[config.mk]
export PLATFORM = sky130hd
export DESIGN_NAME = nn_inference_sequencer
export DESIGN_NICKNAME = d
export VERILOG_FILES = /design/src/rtl/nn_inference_sequencer.sv
export SDC_FILE = /design/constraint.sdc
export NUM_CORES = 1
export LEC_CHECK = 0
export CORE_MARGIN = 2
export CORE_UTILIZATION = 48
export DETAILED_ROUTE_END_ITERATION = 10
export PLACE_DENSITY = 0.81
export SLEW_MARGIN = 20
export SYNTH_ARGS = -nofsm -noshare
export SYNTH_HDL_FRONTEND = slang
export SYNTH_SLANG_ARGS = --single-unit
export TNS_END_PERCENT = 1
[constraint.sdc]
create_clock -name clk -period 5.1 [get_ports clk]
set_input_delay 1.02 -clock clk [delete_from_list [all_inputs] [get_ports clk]]
set_output_delay 1.02 -clock clk [all_outputs]
set_load 0.05 [all_outputs]
[src/rtl/nn_inference_sequencer.sv]
// Inference sequencer: load 784 pixels, run the two-layer datapath, argmax the outputs, hand off result.
// Optional RUN-phase watchdog enabled by defining NN_SEQ_TIMEOUT_EN.
module nn_inference_sequencer #(
  parameter int unsigned NUM_PIXELS     = 784,
  parameter int unsigned PIX_W          = 32,
  parameter int unsigned ADDR_W         = 10,
  parameter int unsigned NUM_CLASSES    = 10,
  parameter int unsigned OUT_W          = 64,
  parameter int unsigned TIMEOUT_CYCLES = 4096
) (
  input  logic                    clk,
  input  logic                    rst,
  input  logic                    start,
  output logic                    busy,
  input  logic                    pix_valid,
  input  logic [PIX_W-1:0]        pix_data,
  output logic                    pix_ready,
  output logic                    buf_we,
  output logic [ADDR_W-1:0]       buf_addr,
  output logic [PIX_W-1:0]        buf_wdata,
  output logic                    l1_run,
  input  logic                    l1_done,
  input  logic                    l2_done,
  output logic [3:0]              out_sel,
  input  logic signed [OUT_W-1:0] out_data,
  output logic                    result_valid,
  input  logic                    result_ready,
  output logic [3:0]              result_class,
  output logic signed [OUT_W-1:0] result_score,
  output logic                    err
);

  typedef enum logic [2:0] {StIdle, StLoad, StRun, StArgmax, StDone} state_e;

  localparam logic [ADDR_W-1:0] LastPix = ADDR_W'(NUM_PIXELS - 1);

  state_e                  state_q, state_d;
  logic [ADDR_W-1:0]       cnt_q, cnt_d;
  logic [3:0]              out_sel_q, out_sel_d;
  logic                    pvalid_q, pvalid_d;
  logic [3:0]              pidx_q, pidx_d;
  logic signed [OUT_W-1:0] pdata_q, pdata_d;
  logic [3:0]              class_q, class_d;
  logic signed [OUT_W-1:0] score_q, score_d;
  logic                    busy_q, busy_d;
  logic                    pix_ready_q, pix_ready_d;
  logic                    l1_run_q, l1_run_d;
  logic                    rvalid_q, rvalid_d;
  logic                    err_q, err_d;
  logic                    timeout;

`ifdef NN_SEQ_TIMEOUT_EN
  localparam int unsigned TmoW = $clog2(TIMEOUT_CYCLES + 1);
  logic [TmoW-1:0] tmo_q, tmo_d;

  // Counter is held at zero outside RUN, so every RUN entry starts from zero.
  always_comb begin
    tmo_d   = (state_q == StRun) ? tmo_q + 1'b1 : '0;
    timeout = (state_q == StRun) && (tmo_q == TmoW'(TIMEOUT_CYCLES - 1));
  end

  always_ff @(posedge clk) begin
    if (rst) tmo_q <= '0;
    else     tmo_q <= tmo_d;
  end
`else
  logic unused_timeout_cfg;
  assign unused_timeout_cfg = (TIMEOUT_CYCLES == 0);
  assign timeout            = 1'b0;
`endif

  assign buf_we    = pix_valid & pix_ready_q;
  assign buf_wdata = pix_data;

  always_comb begin
    state_d   = state_q;
    cnt_d     = cnt_q;
    out_sel_d = out_sel_q;
    pvalid_d  = 1'b0;
    pidx_d    = out_sel_q;
    pdata_d   = out_data;
    class_d   = class_q;
    score_d   = score_q;
    err_d     = err_q;

    case (state_q)
      StIdle: begin
        if (start) begin
          state_d = StLoad;
          cnt_d   = '0;
          err_d   = 1'b0;
        end
      end
      StLoad: begin
        if (buf_we) begin
          if (cnt_q == LastPix) state_d = StRun;
          else                  cnt_d   = cnt_q + 1'b1;
        end
      end
      StRun: begin
        // Requiring both in the same cycle discards an early, stale l2_done.
        if (l1_done && l2_done) begin
          state_d   = StArgmax;
          cnt_d     = '0;
          out_sel_d = '0;
        end else if (timeout) begin
          state_d = StDone;
          err_d   = 1'b1;
          class_d = 4'hF;
          score_d = '0;
        end
      end
      StArgmax: begin
        if (cnt_q < ADDR_W'(NUM_CLASSES)) begin
          cnt_d    = cnt_q + 1'b1;
          pvalid_d = 1'b1;
          if (cnt_q < ADDR_W'(NUM_CLASSES - 1)) out_sel_d = out_sel_q + 4'd1;
        end
        // Stage 2 compares the output registered last cycle; strict > keeps the lowest index on ties.
        if (pvalid_q) begin
          if ((pidx_q == 4'd0) || (pdata_q > score_q)) begin
            class_d = pidx_q;
            score_d = pdata_q;
          end
          if (pidx_q == 4'(NUM_CLASSES - 1)) state_d = StDone;
        end
      end
      StDone: begin
        if (result_ready) state_d = StIdle;
      end
      default: state_d = StIdle;
    endcase

    busy_d      = (state_d != StIdle);
    pix_ready_d = (state_d == StLoad);
    l1_run_d    = (state_d == StRun) || (state_d == StArgmax);
    rvalid_d    = (state_d == StDone);
  end

  always_ff @(posedge clk) begin
    if (rst) begin
      state_q     <= StIdle;
      cnt_q       <= '0;
      out_sel_q   <= '0;
      pvalid_q    <= 1'b0;
      pidx_q      <= '0;
      pdata_q     <= '0;
      class_q     <= '0;
      score_q     <= '0;
      busy_q      <= 1'b0;
      pix_ready_q <= 1'b0;
      l1_run_q    <= 1'b0;
      rvalid_q    <= 1'b0;
      err_q       <= 1'b0;
    end else begin
      state_q     <= state_d;
      cnt_q       <= cnt_d;
      out_sel_q   <= out_sel_d;
      pvalid_q    <= pvalid_d;
      pidx_q      <= pidx_d;
      pdata_q     <= pdata_d;
      class_q     <= class_d;
      score_q     <= score_d;
      busy_q      <= busy_d;
      pix_ready_q <= pix_ready_d;
      l1_run_q    <= l1_run_d;
      rvalid_q    <= rvalid_d;
      err_q       <= err_d;
    end
  end

  assign busy         = busy_q;
  assign pix_ready    = pix_ready_q;
  assign buf_addr     = cnt_q;
  assign l1_run       = l1_run_q;
  assign out_sel      = out_sel_q;
  assign result_valid = rvalid_q;
  assign result_class = class_q;
  assign result_score = score_q;
  assign err          = err_q;

endmodule

==> summary.txt <==
Outcome
  – Status: finished, final reports clean

Placed design
  – HPWL Detailed: 11,900 microns
  – Dpl cells: 1,150
  – RePlAce Congestion: 0.810
  – Post-Place Setup Slack: 1.59 ns
  – Port Buf Inserts: 157

Hold path
  – HP Start: result_class[2]
  – Hold WC Path Type: reg2reg

Route
  – WL met1: 7620 microns
  – DRT Wirelength: 16,800 microns
  – Met3 routed WL: 943 microns
  – Drt initial violations: 329
  – Vias: 6,118
  – # DRC: 0
  – DRT Pass-1 Iters: 4
  – Via density: 5.18
  – Max Used Layer: met4
  – Met2 Wirelength: 8070 microns
  – ANT nets after route: 0
  – Wire per inst: 14.3 microns

Timing
  – Slew Viols, Final: 0
  – Setup TNS: 0 ns
  – Final setup margin: 1.61 ns
  – Post-route clock period utilization: 0.685
  – Clk_skew: 0.00695 ns
  – RSZ-0062 raised after global routing: no
  – Minimum clock period after layout: 3.49 ns
  – Final hold vios: 0
  – Relative slew slack: 0.368
  – Max Freq: 286 MHz
  – Final setup violation count: 0
  – Worst Max-Slew Pin Slew: 0.942 ns

Critical path
  – Reg2reg start: result_score[39]
  – Critical Path Start: pix_valid
  – Critical path required time: 4.08 ns
  – WS Path Type: in2out
  – Crit Path Max Fanout: 4
  – WP data arrival: 2.47 ns
  – CP endpoint kind: primary output
  – Startpoint class of the critical path: input port

Yosys
  – Synthesized area per cell: 9.03 sq um
  – Synth Area in Adders: 0.109
  – Largest family of logic cells by synthesized area: compound AO/OA/AOI/OAI gates
  – Distinct cells, synth: 47
  – Mapped cell area: 7700 sq um
  – Ys async rst share: 0
  – Post-Syn Instances: 852
  – Synth area leaders: dfxtp_1, ha_1, a21bo_2, a21oi_1, nor2b_1
  – Synthesis warning total: 0
  – Mux cell area share after synthesis: 0.00439
  – Top FF cell, synth: dfxtp_1
  – Syn Nets: 1,022
  – Post-synthesis sequential area ratio: 0.411
  – Synth Area in XOR/XNOR: 0.0102
  – Largest area contributor in the netlist: dfxtp_1
  – EDFF count, synth: 0
  – Simple-gate area share of the yosys netlist: 0.177
  – Compound-Gate Fraction of Synth Area: 0.192
  – Synthesis-stage register bit count: 158
  – Post-synth top area share: 0.411

Power
  – Pwr Density: 281 nW/um^2
  – Max VDD drop: 0.000272 V
  – Combinational group share of total power: 0.076
  – Switching Power: 0.601 mW
  – Sw Share: 0.220
  – Total internal power: 2.13 mW
  – Clk pwr share: 0.455
  – Reg power frac: 0.469
  – Pleak: 3.46 nW

Global route
  – Largest net degree at the start of global routing: 77
  – First-pass GRT wire length: 26,800 microns
  – Initial antenna violation count: 0
  – Grt ovf: 0
  – GR Util All Layers: 0.198
  – Vias in the first global route: 5,654

Finish
  – Area Overhead vs Synth: 26.3%
  – Number of diodes: 0
  – Nets: 1,123
  – Post-layout util: 0.616
  – Share of cells above drive strength 1: 0.112
  – Fin cells: 1,181

Floorplan
  – Row Count: 46
  – Die W: 131 microns
  – DIE AREA: 17,100 sq um
  – DIE HEIGHT: 131 microns
  – Starting density of the core: 0.488
  – Core area: 15,800 sq um
  – IO Pins: 223

Run
  – Max Cap Viol: 0

Clock network
  – Root Buffer: clkbuf_16
  – Hold-fix buffers, CTS: 0
  – Latest clock arrival within the worst-skew pair: 0.42 ns
  – H-tree depth: 4
  – CTS clock-pin slew for the worst setup and hold paths: 0.06 ns
  – Total CTS buffers: 17
  – Clock sink count: 158
  – CTS tree: done
  – Post-CTS sizing: 0
  – Clock buffer depth: 2
  – Postcts setup bufs: 0
[power by group through the flow]
stage	combinational (mW)	clock [mW]	sequential, mW
after detailed placement	0.209	0	1.31
after CTS	0.211	1.27	1.28
final	0.208	1.24	1.28
after global placement	0.206	0	1.31
after floorplan	0.188	0	1.31
after global routing	0.233	1.32	1.28
[state kept, by name, indices dropped and copies added (netlist names)]
name	cells
pdata_q	64
result_score	64
buf_addr	10
out_sel	4
pidx_q	4
result_class	4
state_q	3
busy	1
l1_run	1
pix_ready	1
pvalid_q	1
result_valid	1
[metal layers]
| layer | track usage | vias to the layer above |
|---|---|---|
| li1 | - | 3091 |
| met1 | 0.250 | 2850 |
| met2 | 0.331 | 161 |
| met3 | 0.0599 | 16 |
| met4 | 0.0569 | 0 |
| met5 | 0 | - |
[placed cells by master, fill, tap and decap left out, types with 7 or more instances in the layout]
cell	n
clkbuf_16	17
nor2_1	24
a21oi_1	101
nand3_1	76
nor3_1	9
buf_4	7
xnor2_1	8
nand2_1	29
clkdlybuf4s50_1	156
dfxtp_1	158
a21o_1	11
a21bo_2	62
o21ai_0	13
inv_1	70
nand4_1	16
nor2b_1	70
ha_1	67
[cell usage after synthesis (13+ instances only)]
cell type,instances
clkbuf_1,27
inv_1,70
buf_4,39
nand3_1,76
nand2_1,29
nand4_1,16
nor2b_1,70
o21ai_0,13
a21oi_1,101
buf_2,15
dfxtp_1,158
a21bo_2,62
nor2_1,24
ha_1,67
[metrics by stage]
step / hold slack [ns] / area (sq um) / total power [mW]
global placement: 0.452 / 9130 / 1.51
detailed placement: 0.464 / 9130 / 1.52
CTS: 0.476 / 9720 / 2.76
global route: 0.495 / 9720 / 2.84
finish: 0.470 / 9720 / 2.73
floorplan: 0.510 / 7700 / 1.49
[cell type report]
cell class	count	area (sq um)
inverter	70	263
timing repair buffer	164	1630
fill	1371	6050
tap	216	270
clock buffer	21	470
multi-input combinational	542	3800
sequential	158	3160
clock inverter	10	114
[cell families after synthesis]
group           after synthesis
other cells                   1
compound gates              212
fa+ha+maj                    67
xor+xnor                      9
simple gates                251
buf+inv                     152
mux                           2
flops                       158
[worst max-delay path: stages]
cell	delay [ns]
clkdlybuf4s50_1	0.45
and2_1	0.18
clkdlybuf4s50_1	0.82
[path summary, 6_finish.rpt]
path                 endpoint  slack, ns  depth (start not counted)
min reg2reg   result_class[2]       0.47                          2
max reg2reg  result_score[12]       1.62                         11
max                    buf_we       1.61                          3
min           result_class[2]       0.47                          2
No activity file was read; power rests on OpenSTA's default activity.
